[src/rtl/revcomp_pkg.sv]
// Shared constants and helpers for the reverse-complement sequencer.
// Base codes are plain ASCII; the state encoding is kept legacy-compatible.
package revcomp_pkg;

  localparam logic [7:0] BASE_A = 8'h41;
  localparam logic [7:0] BASE_C = 8'h43;
  localparam logic [7:0] BASE_G = 8'h47;
  localparam logic [7:0] BASE_T = 8'h54;
  localparam logic [7:0] BASE_N = 8'h4E;

  localparam logic [7:0] COMP_RESET_VALUE = 8'h02;

  localparam logic [1:0] ST_FILL  = 2'd0;
  localparam logic [1:0] ST_DRAIN = 2'd1;
  localparam logic [1:0] ST_SKIP  = 2'd2;

  function automatic logic is_acgt(input logic [7:0] base);
    case (base)
      BASE_A, BASE_C, BASE_G, BASE_T: is_acgt = 1'b1;
      default:                        is_acgt = 1'b0;
    endcase
  endfunction

  function automatic logic [7:0] complement_of(input logic [7:0] base);
    case (base)
      BASE_A:  complement_of = BASE_T;
      BASE_T:  complement_of = BASE_A;
      BASE_C:  complement_of = BASE_G;
      BASE_G:  complement_of = BASE_C;
      default: complement_of = BASE_N;
    endcase
  endfunction

endpackage

[src/rtl/complement_base.sv]
// Registered single-base complementer: captures the complement of base_i on write.
// Reset is synchronous, active-high.
module complement_base
  import revcomp_pkg::*;
(
  input  logic       clock,
  input  logic       reset,
  input  logic       write,
  input  logic [7:0] base_i,
  output logic [7:0] comp_o
);

  logic [7:0] comp_q;
  logic [7:0] comp_d;

  always_comb begin
    comp_d = comp_q;
    if (write) begin
      comp_d = complement_of(base_i);
    end else begin
      comp_d = comp_q;
    end
  end

  always_ff @(posedge clock) begin
    if (reset) begin
      comp_q <= COMP_RESET_VALUE;
    end else begin
      comp_q <= comp_d;
    end
  end

  assign comp_o = comp_q;

endmodule

[src/rtl/revcomp_sequencer.sv]
// Buffers a frame of ASCII bases in a LIFO and drains it as the reverse complement.
// Build option REVCOMP_STRICT_EN: non-ACGT bases are dropped and flagged instead of emitted as "N".
module revcomp_sequencer
  import revcomp_pkg::*;
#(
  parameter int DEPTH = 64
) (
  input  logic       clock,
  input  logic       reset,
  input  logic       in_valid,
  output logic       in_ready,
  input  logic [0:7] in_base,
  input  logic       in_last,
  output logic       out_valid,
  input  logic       out_ready,
  output logic [0:7] out_base,
  output logic       out_last,
  output logic       truncated,
  output logic       bad_base,
  output logic       busy
);

  localparam int AW = $clog2(DEPTH);
  localparam int CW = AW + 1;
  localparam logic [CW-1:0] CNT_ZERO    = {CW{1'b0}};
  localparam logic [CW-1:0] CNT_ONE     = {{(CW-1){1'b0}}, 1'b1};
  localparam logic [CW-1:0] CNT_FULL_M1 = CW'(DEPTH - 1);
  localparam logic [AW-1:0] IDX_ONE     = {{(AW-1){1'b0}}, 1'b1};

  logic [1:0]    state_q, state_d;
  logic [CW-1:0] count_q, count_d;
  logic          skip_q, skip_d;
  logic          trunc_q, trunc_d;
  logic          bad_q, bad_d;
  logic          out_valid_q, out_valid_d;
  logic          out_last_q, out_last_d;
  logic          nflag_q, nflag_d;
  logic [8:0]    mem_q [DEPTH];

  logic [7:0]    base_s;
  logic          acgt_s;
  logic          accept_s;
  logic          store_s;
  logic          pop_s;
  logic [AW-1:0] top_idx_s;
  logic [8:0]    top_s;
  logic [7:0]    comp_s;

  assign base_s    = in_base;
  assign acgt_s    = is_acgt(base_s);
  assign in_ready  = reset & (state_q != ST_DRAIN);
  assign accept_s  = in_valid & in_ready;
  // Index wraps correctly when the LIFO is completely full.
  assign top_idx_s = count_q[AW-1:0] - IDX_ONE;
  assign top_s     = mem_q[top_idx_s];
  assign pop_s     = (state_q == ST_DRAIN) && (count_q != CNT_ZERO) && (!out_valid_q || out_ready);

`ifdef REVCOMP_STRICT_EN
  assign store_s = accept_s && (state_q == ST_FILL) && acgt_s;
`else
  assign store_s = accept_s && (state_q == ST_FILL);
`endif

  always_comb begin
    state_d = state_q;
    skip_d  = skip_q;
    trunc_d = trunc_q;
    case (state_q)
      ST_FILL: begin
        if (accept_s && in_last) begin
`ifdef REVCOMP_STRICT_EN
          // A dropped last base with nothing buffered ends an empty frame.
          if (store_s || (count_q != CNT_ZERO)) begin
            state_d = ST_DRAIN;
          end else begin
            state_d = ST_FILL;
          end
`else
          state_d = ST_DRAIN;
`endif
        end else if (store_s && (count_q == CNT_FULL_M1)) begin
          state_d = ST_DRAIN;
          trunc_d = 1'b1;
          skip_d  = 1'b1;
        end else begin
          state_d = ST_FILL;
        end
      end
      ST_DRAIN: begin
        if (pop_s && (count_q == CNT_ONE)) begin
          state_d = skip_q ? ST_SKIP : ST_FILL;
        end else begin
          state_d = ST_DRAIN;
        end
      end
      ST_SKIP: begin
        if (accept_s && in_last) begin
          state_d = ST_FILL;
          skip_d  = 1'b0;
        end else begin
          state_d = ST_SKIP;
        end
      end
      default: begin
        state_d = ST_FILL;
        skip_d  = 1'b0;
      end
    endcase
  end

  always_comb begin
    count_d     = count_q;
    out_valid_d = out_valid_q;
    out_last_d  = out_last_q;
    nflag_d     = nflag_q;
    bad_d       = bad_q;
    if (store_s) begin
      count_d = count_q + CNT_ONE;
    end else if (pop_s) begin
      count_d = count_q - CNT_ONE;
    end else begin
      count_d = count_q;
    end
    if (pop_s) begin
      out_valid_d = 1'b1;
      out_last_d  = (count_q == CNT_ONE);
      nflag_d     = top_s[8];
    end else if (out_ready) begin
      out_valid_d = 1'b0;
    end else begin
      out_valid_d = out_valid_q;
    end
`ifdef REVCOMP_STRICT_EN
    if (accept_s && !acgt_s) begin
      bad_d = 1'b1;
    end else begin
      bad_d = bad_q;
    end
`else
    bad_d = 1'b0;
`endif
  end

  always_ff @(posedge clock) begin
    if (!reset) begin
      state_q     <= ST_FILL;
      count_q     <= CNT_ZERO;
      skip_q      <= 1'b0;
      trunc_q     <= 1'b0;
      bad_q       <= 1'b0;
      out_valid_q <= 1'b0;
      out_last_q  <= 1'b0;
      nflag_q     <= 1'b0;
    end else begin
      state_q     <= state_d;
      count_q     <= count_d;
      skip_q      <= skip_d;
      trunc_q     <= trunc_d;
      bad_q       <= bad_d;
      out_valid_q <= out_valid_d;
      out_last_q  <= out_last_d;
      nflag_q     <= nflag_d;
    end
  end

  // Storage needs no reset: the count alone decides what is valid.
  always_ff @(posedge clock) begin
    if (store_s) begin
      mem_q[count_q[AW-1:0]] <= {~acgt_s, base_s};
    end
  end

  complement_base u_comp (
    .clock  (clock),
    .reset  (~reset),
    .write  (pop_s),
    .base_i (top_s[7:0]),
    .comp_o (comp_s)
  );

  assign out_valid = out_valid_q;
  assign out_last  = out_last_q;
  assign out_base  = nflag_q ? BASE_N : comp_s;
  assign truncated = trunc_q;
  assign bad_base  = bad_q;
  assign busy      = (state_q != ST_FILL) || (count_q != CNT_ZERO) || out_valid_q;

endmodule

[config.mk]
export PLATFORM = sky130hd
export DESIGN_NAME = revcomp_sequencer
export DESIGN_NICKNAME = d
export VERILOG_FILES = /design/src/rtl/revcomp_pkg.sv /design/src/rtl/complement_base.sv /design/src/rtl/revcomp_sequencer.sv
export SDC_FILE = /design/constraint.sdc
export NUM_CORES = 1
export LEC_CHECK = 0
export BUFFER_PORTS_ARGS = -buffer_cell sky130_fd_sc_hd__buf_2
export CORE_MARGIN = 2
export CORE_UTILIZATION = 57
export CTS_CLUSTER_DIAMETER = 120
export CTS_CLUSTER_SIZE = 8
export DETAILED_ROUTE_END_ITERATION = 7
export PLACE_DENSITY = 0.76
export SLEW_MARGIN = 10
export SYNTH_ARGS = -nofsm -noshare
export SYNTH_HDL_FRONTEND = slang
export SYNTH_HIERARCHICAL = 1
export SYNTH_SLANG_ARGS = --single-unit
[constraint.sdc]
create_clock -name clock -period 4.2 [get_ports clock]
set_input_delay 0.42 -clock clock [delete_from_list [all_inputs] [get_ports clock]]
set_output_delay 0.42 -clock clock [all_outputs]
set_load 0.01 [all_outputs]
==> metrics.yaml, run 1 <==
synth:
  synth_cell_types: 66
  synth-edff-count: 576
  post_synth.cell_area_avg_um2: 19.0
  synth.most_common_cell: "edfxtp_1"
  synth_commonest_cells: "edfxtp_1 (576), mux4_2 (141), nor2_1 (113)"
  synth-main-ff-cell: "edfxtp_1"
  seq_area_frac_synth_pct: 74.5
  synth_top_area_share_pct: 72.8
  synth-seq-cells: 596
  syn_inst: 1252
  yosysWarnings: 6
  async_flop_share_pct: 0
  synth_area_leaders: "edfxtp_1 (73%), mux4_2 (13%), nor2_1 (1.8%)"
  yosys.area.top_type: "edfxtp_1"
  netlist_area_um2: 23800
placed_design:
  port_buffers: 23
  place_congestion: 0.950
  post-dp-hpwl_mm: 32.6
critical_path:
  start_kind: "flip-flop"
  cp.arrival_ps: 4350
  cp-end-kind: "flip-flop"
  critical_path_peak_fanout: 34
  path_class: "reg -> reg"
  cp.required_ps: 4650
cells_and_area:
  multi_input_comb_area_um2: 5700
  final_core_util_pct: 65.9
  nets: 1355
  drive_above_1_share_pct: 23.6
  syn_to_final_growth_pct: 13.7
  fillers: 2664
  final-seq-area_um2: 17700
route:
  ant_nets: 0
  wl_per_cell_um: 29.0
  drt_wl_total_mm: 55.1
  drc: 0
  first_pass_iters: 5
  vias_per_cell: 6.66
  num_vias: 12672
  drtIter0Drc: 1692
global_route:
  antenna_found_initial: 3
  grt_usage_pct: 26.3
  gr-total-overflow: 0
  grt_pass1_vias: 12755
  grt_max_degree: 71
  grt_pass1_wl_mm: 82.9
clock_network:
  clk_pin_slew_ps: 60
  clock_tree.buffer_depth: 3
  clk_latency_ps: 610
  cts_resized: 0
  cts_sinks: 596
  postCtsHoldBufs: 0
  numCtsBuffers: 84
  htreeDepth: 3
  cts_tree: "done"
  cts_setup_buffers: 0
  root_buffer: "clkbuf_16"
sta:
  hold_violations: 0
  finalCritPeriodShare_pct: 92.8
  max_freq_mhz: 256
  finalSetupViolCount: 0
  setup_tns_ps: 0
  min_period_ps: 3900
  worst_pin_slew_ps: 1160
  relSlewSlack_pct: 20.5
  slew_violations: 0
  rsz0062_at_grt: "false"
  fin_skew_ps: 30.9
pwr:
  p_leak_nw: 8.70
  ir_worst_vdd_mv: 0.367
  power.density_nw_per_um2: 545
die:
  start_util_pct: 57.9
  ios: 27
  coreArea_um2: 41000
  die_area_um2: 43300
  die_x_um: 208
  fp-row-count: 74
  die_h_um: 208
run:
  drv_cap: 0
min_path:
  holdCritPathClass: "in -> reg"
run_status:
  outcome: "complete, no violations"
-- cells in the final DEF, fill, tap and decap left out, types with 4 or more instances in the layout --
cell type | Yosys | layout
a211oi_1 | 16 | 16
a21oi_1 | 10 | 10
a221o_1 | 6 | 6
a221oi_1 | 12 | 12
a22oi_1 | 7 | 7
a31oi_1 | 9 | 9
and2_1 | 9 | 9
buf_12 | 0 | 7
buf_2 | 24 | 23
buf_4 | 11 | 40
clkbuf_1 | 26 | 26
clkbuf_16 | 0 | 87
dfxtp_1 | 20 | 19
edfxtp_1 | 576 | 576
inv_1 | 7 | 7
mux2i_1 | 11 | 11
mux4_2 | 141 | 141
nand2_1 | 67 | 67
nand2b_1 | 4 | 4
nand3_1 | 55 | 55
nand4_1 | 5 | 5
nor2_1 | 113 | 113
nor2b_1 | 15 | 15
nor3_1 | 6 | 6
o21ai_0 | 8 | 7
o22ai_1 | 10 | 10
or2_2 | 5 | 5
or3_1 | 5 | 5
xnor2_1 | 9 | 7
-- report_power, final --
| part | switching [W] | total (W) | internal [W] |
|---|---|---|---|
| Sequential | 0.0000414 | 0.00659 | 0.00655 |
| Combinational | 0.00128 | 0.00206 | 0.000782 |
| Clock | 0.00231 | 0.00608 | 0.00377 |
-- layer usage --
| layer | wire length (um) | global-route usage [%] | up-vias |
|---|---|---|---|
| met3 | 5540 | 6.31 | 136 |
| met5 | 65 | 0 | - |
| met4 | 1970 | 11.7 | 4 |
| met2 | 26300 | 40.2 | 746 |
| met1 | 21200 | 36.6 | 6524 |
| li1 | - | - | 5262 |
-- critical path: stages (launching register included) --
cell,delay (ps)
dfxtp_1,580
inv_1,220
ha_4,580
buf_12,270
mux4_2,360
a221oi_1,620
a211oi_1,210
a221o_1,350
nor3b_4,250
and2_4,190
a211oi_1,70
-- sequential cells by signal, summed over array words and instances, names as in the netlist --
name	cells
truncated	1
state_q	2
count_q	7
skip_q	1
mem_q	576
out_valid	1
nflag_q	1
out_last	1
u_comp/comp_o	6
-- per-stage QoR --
| step | total power (W) | std cells | hold WS, ps | setup WS, ps | area, um2 |
|---|---|---|---|---|---|
| 6_report | 0.0147 | 1903 | 150 | 301 | 27000 |
| 5_1_grt | 0.0152 | 1902 | 156 | 97.7 | 27000 |
| 4_1_cts | 0.0148 | 1901 | 117 | 233 | 27000 |
| 3_5_place_dp | 0.00871 | 1783 | 472 | 266 | 24600 |
| 3_3_place_gp | 0.00868 | 1783 | 468 | 301 | 24600 |
| 2_1_floorplan | 0.00800 | 1253 | 427 | 253 | 23800 |
-- final timing paths --
check	from	slack, ps	depth (start not counted)	endpoint
setup reg to reg	count_q[1]	300	10	u_comp/comp_o[3]
hold reg to reg	skip_q	480	2	skip_q
setup / recovery	count_q[1]	300	10	u_comp/comp_o[3]
hold / removal	reset	150	2	count_q[4]
-- cells by family after synthesis --
family	share of synthesized area, %
AOI/OAI and AO/OA	3.22
DFF	74.5
muxes	13.8
and+or+nand+nor	5.97
buffers and inverters	1.72
adders and majority gates	0.211
other	0.0316
xor gates and xnor gates	0.511
-- cell type report --
class | count | share of cell area (%)
Clock buffer | 113 | 8.42
Tap cell | 532 | 2.46
Antenna cell | 1 | 0.00926
Multi-Input combinational cell | 577 | 21.1
Timing Repair Buffer | 70 | 2.06
Inverter | 9 | 0.125
Sequential cell | 596 | 65.5
Clock inverter | 5 | 0.296
Power figures use the tool's default switching activity.
==> run 2: changes to the inputs <==
--- a/config.mk
+++ b/config.mk
@@ -5,13 +5,13 @@
 export SDC_FILE = /design/constraint.sdc
 export NUM_CORES = 1
 export LEC_CHECK = 0
-export BUFFER_PORTS_ARGS = -buffer_cell sky130_fd_sc_hd__buf_2
 export CORE_MARGIN = 2
 export CORE_UTILIZATION = 57
 export CTS_CLUSTER_DIAMETER = 120
 export CTS_CLUSTER_SIZE = 8
 export DETAILED_ROUTE_END_ITERATION = 7
-export PLACE_DENSITY = 0.76
+export DONT_BUFFER_PORTS = 1
+export PLACE_DENSITY = 0.75
 export SLEW_MARGIN = 10
 export SYNTH_ARGS = -nofsm -noshare
 export SYNTH_HDL_FRONTEND = slang
==> run 2 against run 1 <==
  * Design area about the same
  * Non-clock buffer count decreased by 23
  * Sequential power about the same
  * Combinational power about the same
  * Critical path depth increased by 2
  * Via count decreased by 2.2%
  * Clock skew decreased by 14 ps
  * Utilization about the same
  * Register-to-register slack improved by 80 ps
  * Clock power about the same
  * Largest cell class unchanged
==> metrics.yaml, run 2 (synthesis gave the netlist of run 1 again) <==
sta:
  rsz0062_at_grt: "false"
  slew_violations: 0
  hold_violations: 0
  worst_slack_ps: 385
  finalSetupViolCount: 0
  finalCritPeriodShare_pct: 90.8
  relSlewSlack_pct: 25.9
  worst_pin_slew_ps: 1110
  setup_tns_ps: 0
  fin_skew_ps: 17.4
  max_freq_mhz: 262
  min_period_ps: 3810
clock_network:
  cts_setup_buffers: 0
  numCtsBuffers: 84
  clock_tree.buffer_depth: 3
  root_buffer: "clkbuf_16"
  cts_sinks: 596
  clk_pin_slew_ps: 50
  htreeDepth: 3
  clk_latency_ps: 610
  cts_tree: "done"
critical_path:
  start_kind: "flip-flop"
  cp.required_ps: 4700
  path_class: "reg -> reg"
  crit_slowest_cell: "dfxtp_1"
  r2r-start: "count_q[1]"
  critical_path_peak_fanout: 52
  max_stage_delay_ps: 610
  cp-end-kind: "flip-flop"
  cp.arrival_ps: 4310
  rr_endpoint: "u_comp/comp_o[0]"
  crit_chain: "inv_1, ha_4, xor2_4, buf_12, mux4_2, nor2b_1, a211oi_1, a31oi_1, a221o_1, nand4bb_1, o21ai_0, a41o_2"
  r2r_cells: 12
  r2r_setup_slack_ps: 390
cells_and_area:
  final_cell_area_um2: 27000
  drive_above_1_share_pct: 22.1
  syn_to_final_growth_pct: 13.8
  nets: 1332
  largest_reg_flops: 576
  final_core_util_pct: 65.9
  diodes: 0
  fin_cells: 1886
  layout_common_cells: "edfxtp_1 (576), mux4_2 (141), nor2_1 (113)"
  final_common_cell: "edfxtp_1"
pwr:
  power_frac_clock_pct: 41.4
  p_sw_share_pct: 24.9
  ir_worst_vdd_mv: 0.488
  p_leak_nw: 8.65
  comb_power_share_pct: 13.9
  intPower_w: 0.0110
  power.density_nw_per_um2: 544
  p_seq_share_pct: 44.8
  power_switching_w: 0.00366
die:
  ios: 27
  die_h_um: 208
  fp-row-count: 74
  die_x_um: 208
  die_area_um2: 43300
  coreArea_um2: 41000
  start_util_pct: 57.9
run_status:
  outcome: "complete, no violations"
global_route:
  grt_pass1_wl_mm: 83.1
  antenna_found_initial: 1
  grt_usage_pct: 26.5
  gr-total-overflow: 0
  grt_max_degree: 65
  grt_pass1_vias: 12466
route:
  drc: 0
  top_layer: "met4"
  drtIter0Drc: 1636
  drt_wl_total_mm: 55.3
  wl_per_cell_um: 29.3
  wl_met1_mm: 21.8
  vias_per_cell: 6.57
  wl_met2_mm: 27.2
  wl_met3_mm: 4.88
  num_vias: 12396
  first_pass_iters: 6
  ant_nets: 0
placed_design:
  dpl-instance-area_um2: 24400
  dp_cells: 1752
  port_buffers: 0
  place_congestion: 0.932
  post-place-ws_ps: 492
  post-dp-hpwl_mm: 31.4
min_path:
  worstHoldPathCells: 3
  holdCritPathClass: "in -> reg"
  min_to: "truncated"
  min_from: "in_valid"
run:
  drv_cap: 0
[run 2: timing repair]
action                                 4_1_cts  5_1_grt
hold buffers                                 9        0
gates resized for setup                      0        0
endpoints found under the hold margin      513        0
setup endpoints to repair                    0        0
[run 2: power by group through the flow]
| stage | clock network (W) | logic (W) | registers, W |
|---|---|---|---|
| detailed placement | 0 | 0.00190 | 0.00669 |
| finish | 0.00608 | 0.00204 | 0.00658 |
| floorplan | 0 | 0.00134 | 0.00666 |
| global route | 0.00640 | 0.00215 | 0.00658 |
| global placement | 0 | 0.00189 | 0.00669 |
| CTS | 0.00615 | 0.00202 | 0.00658 |
[run 2: per-stage QoR]
stage | total power [W] | hold slack [ps]
2_1_floorplan | 0.00800 | 427
3_3_place_gp | 0.00858 | 469
3_5_place_dp | 0.00859 | 475
4_1_cts | 0.0148 | 26.0
5_1_grt | 0.0151 | 57.5
6_report | 0.0147 | 46.2
[run 2: critical path: cells and delay by family, from the launching register on]
kind            cells  cell delay (ps)
flops               1              610
fa+ha+maj           1              260
compound gates      5             1320
simple gates        2              310
buf+inv             2              560
xor+xnor            1              190
mux                 1              370
[run 2: worst max-delay path by stage]
| stage | start | end | slack, ps | cells past startpoint |
|---|---|---|---|---|
| 3_3_place_gp | count_q[0] | u_comp/comp_o[0] | 590 | 9 |
| 6_report | count_q[1] | u_comp/comp_o[0] | 390 | 12 |
| 5_1_grt | count_q[1] | u_comp/comp_o[0] | 260 | 12 |
| 2_1_floorplan | in_base[5] | mem_q[0][8] | 250 | 3 |
| 3_5_place_dp | count_q[1] | u_comp/comp_o[1] | 490 | 10 |
| 4_1_cts | count_q[1] | u_comp/comp_o[1] | 480 | 10 |
[run 2: routing by layer]
metal,track usage (%),vias to the layer above
met3,5.54,115
met2,42.2,647
met5,0,-
met1,37.7,6432
met4,7.89,0
li1,-,5202
[run 2: final cells by class]
cell class	count	area (um2)
clock buffers	117	2230
clock inverters	8	139
fillers	2573	14000
inverters	9	33.8
multi-input cells	577	5700
flip-flops and latches	596	17700
well taps	532	666
repair buffers	47	566
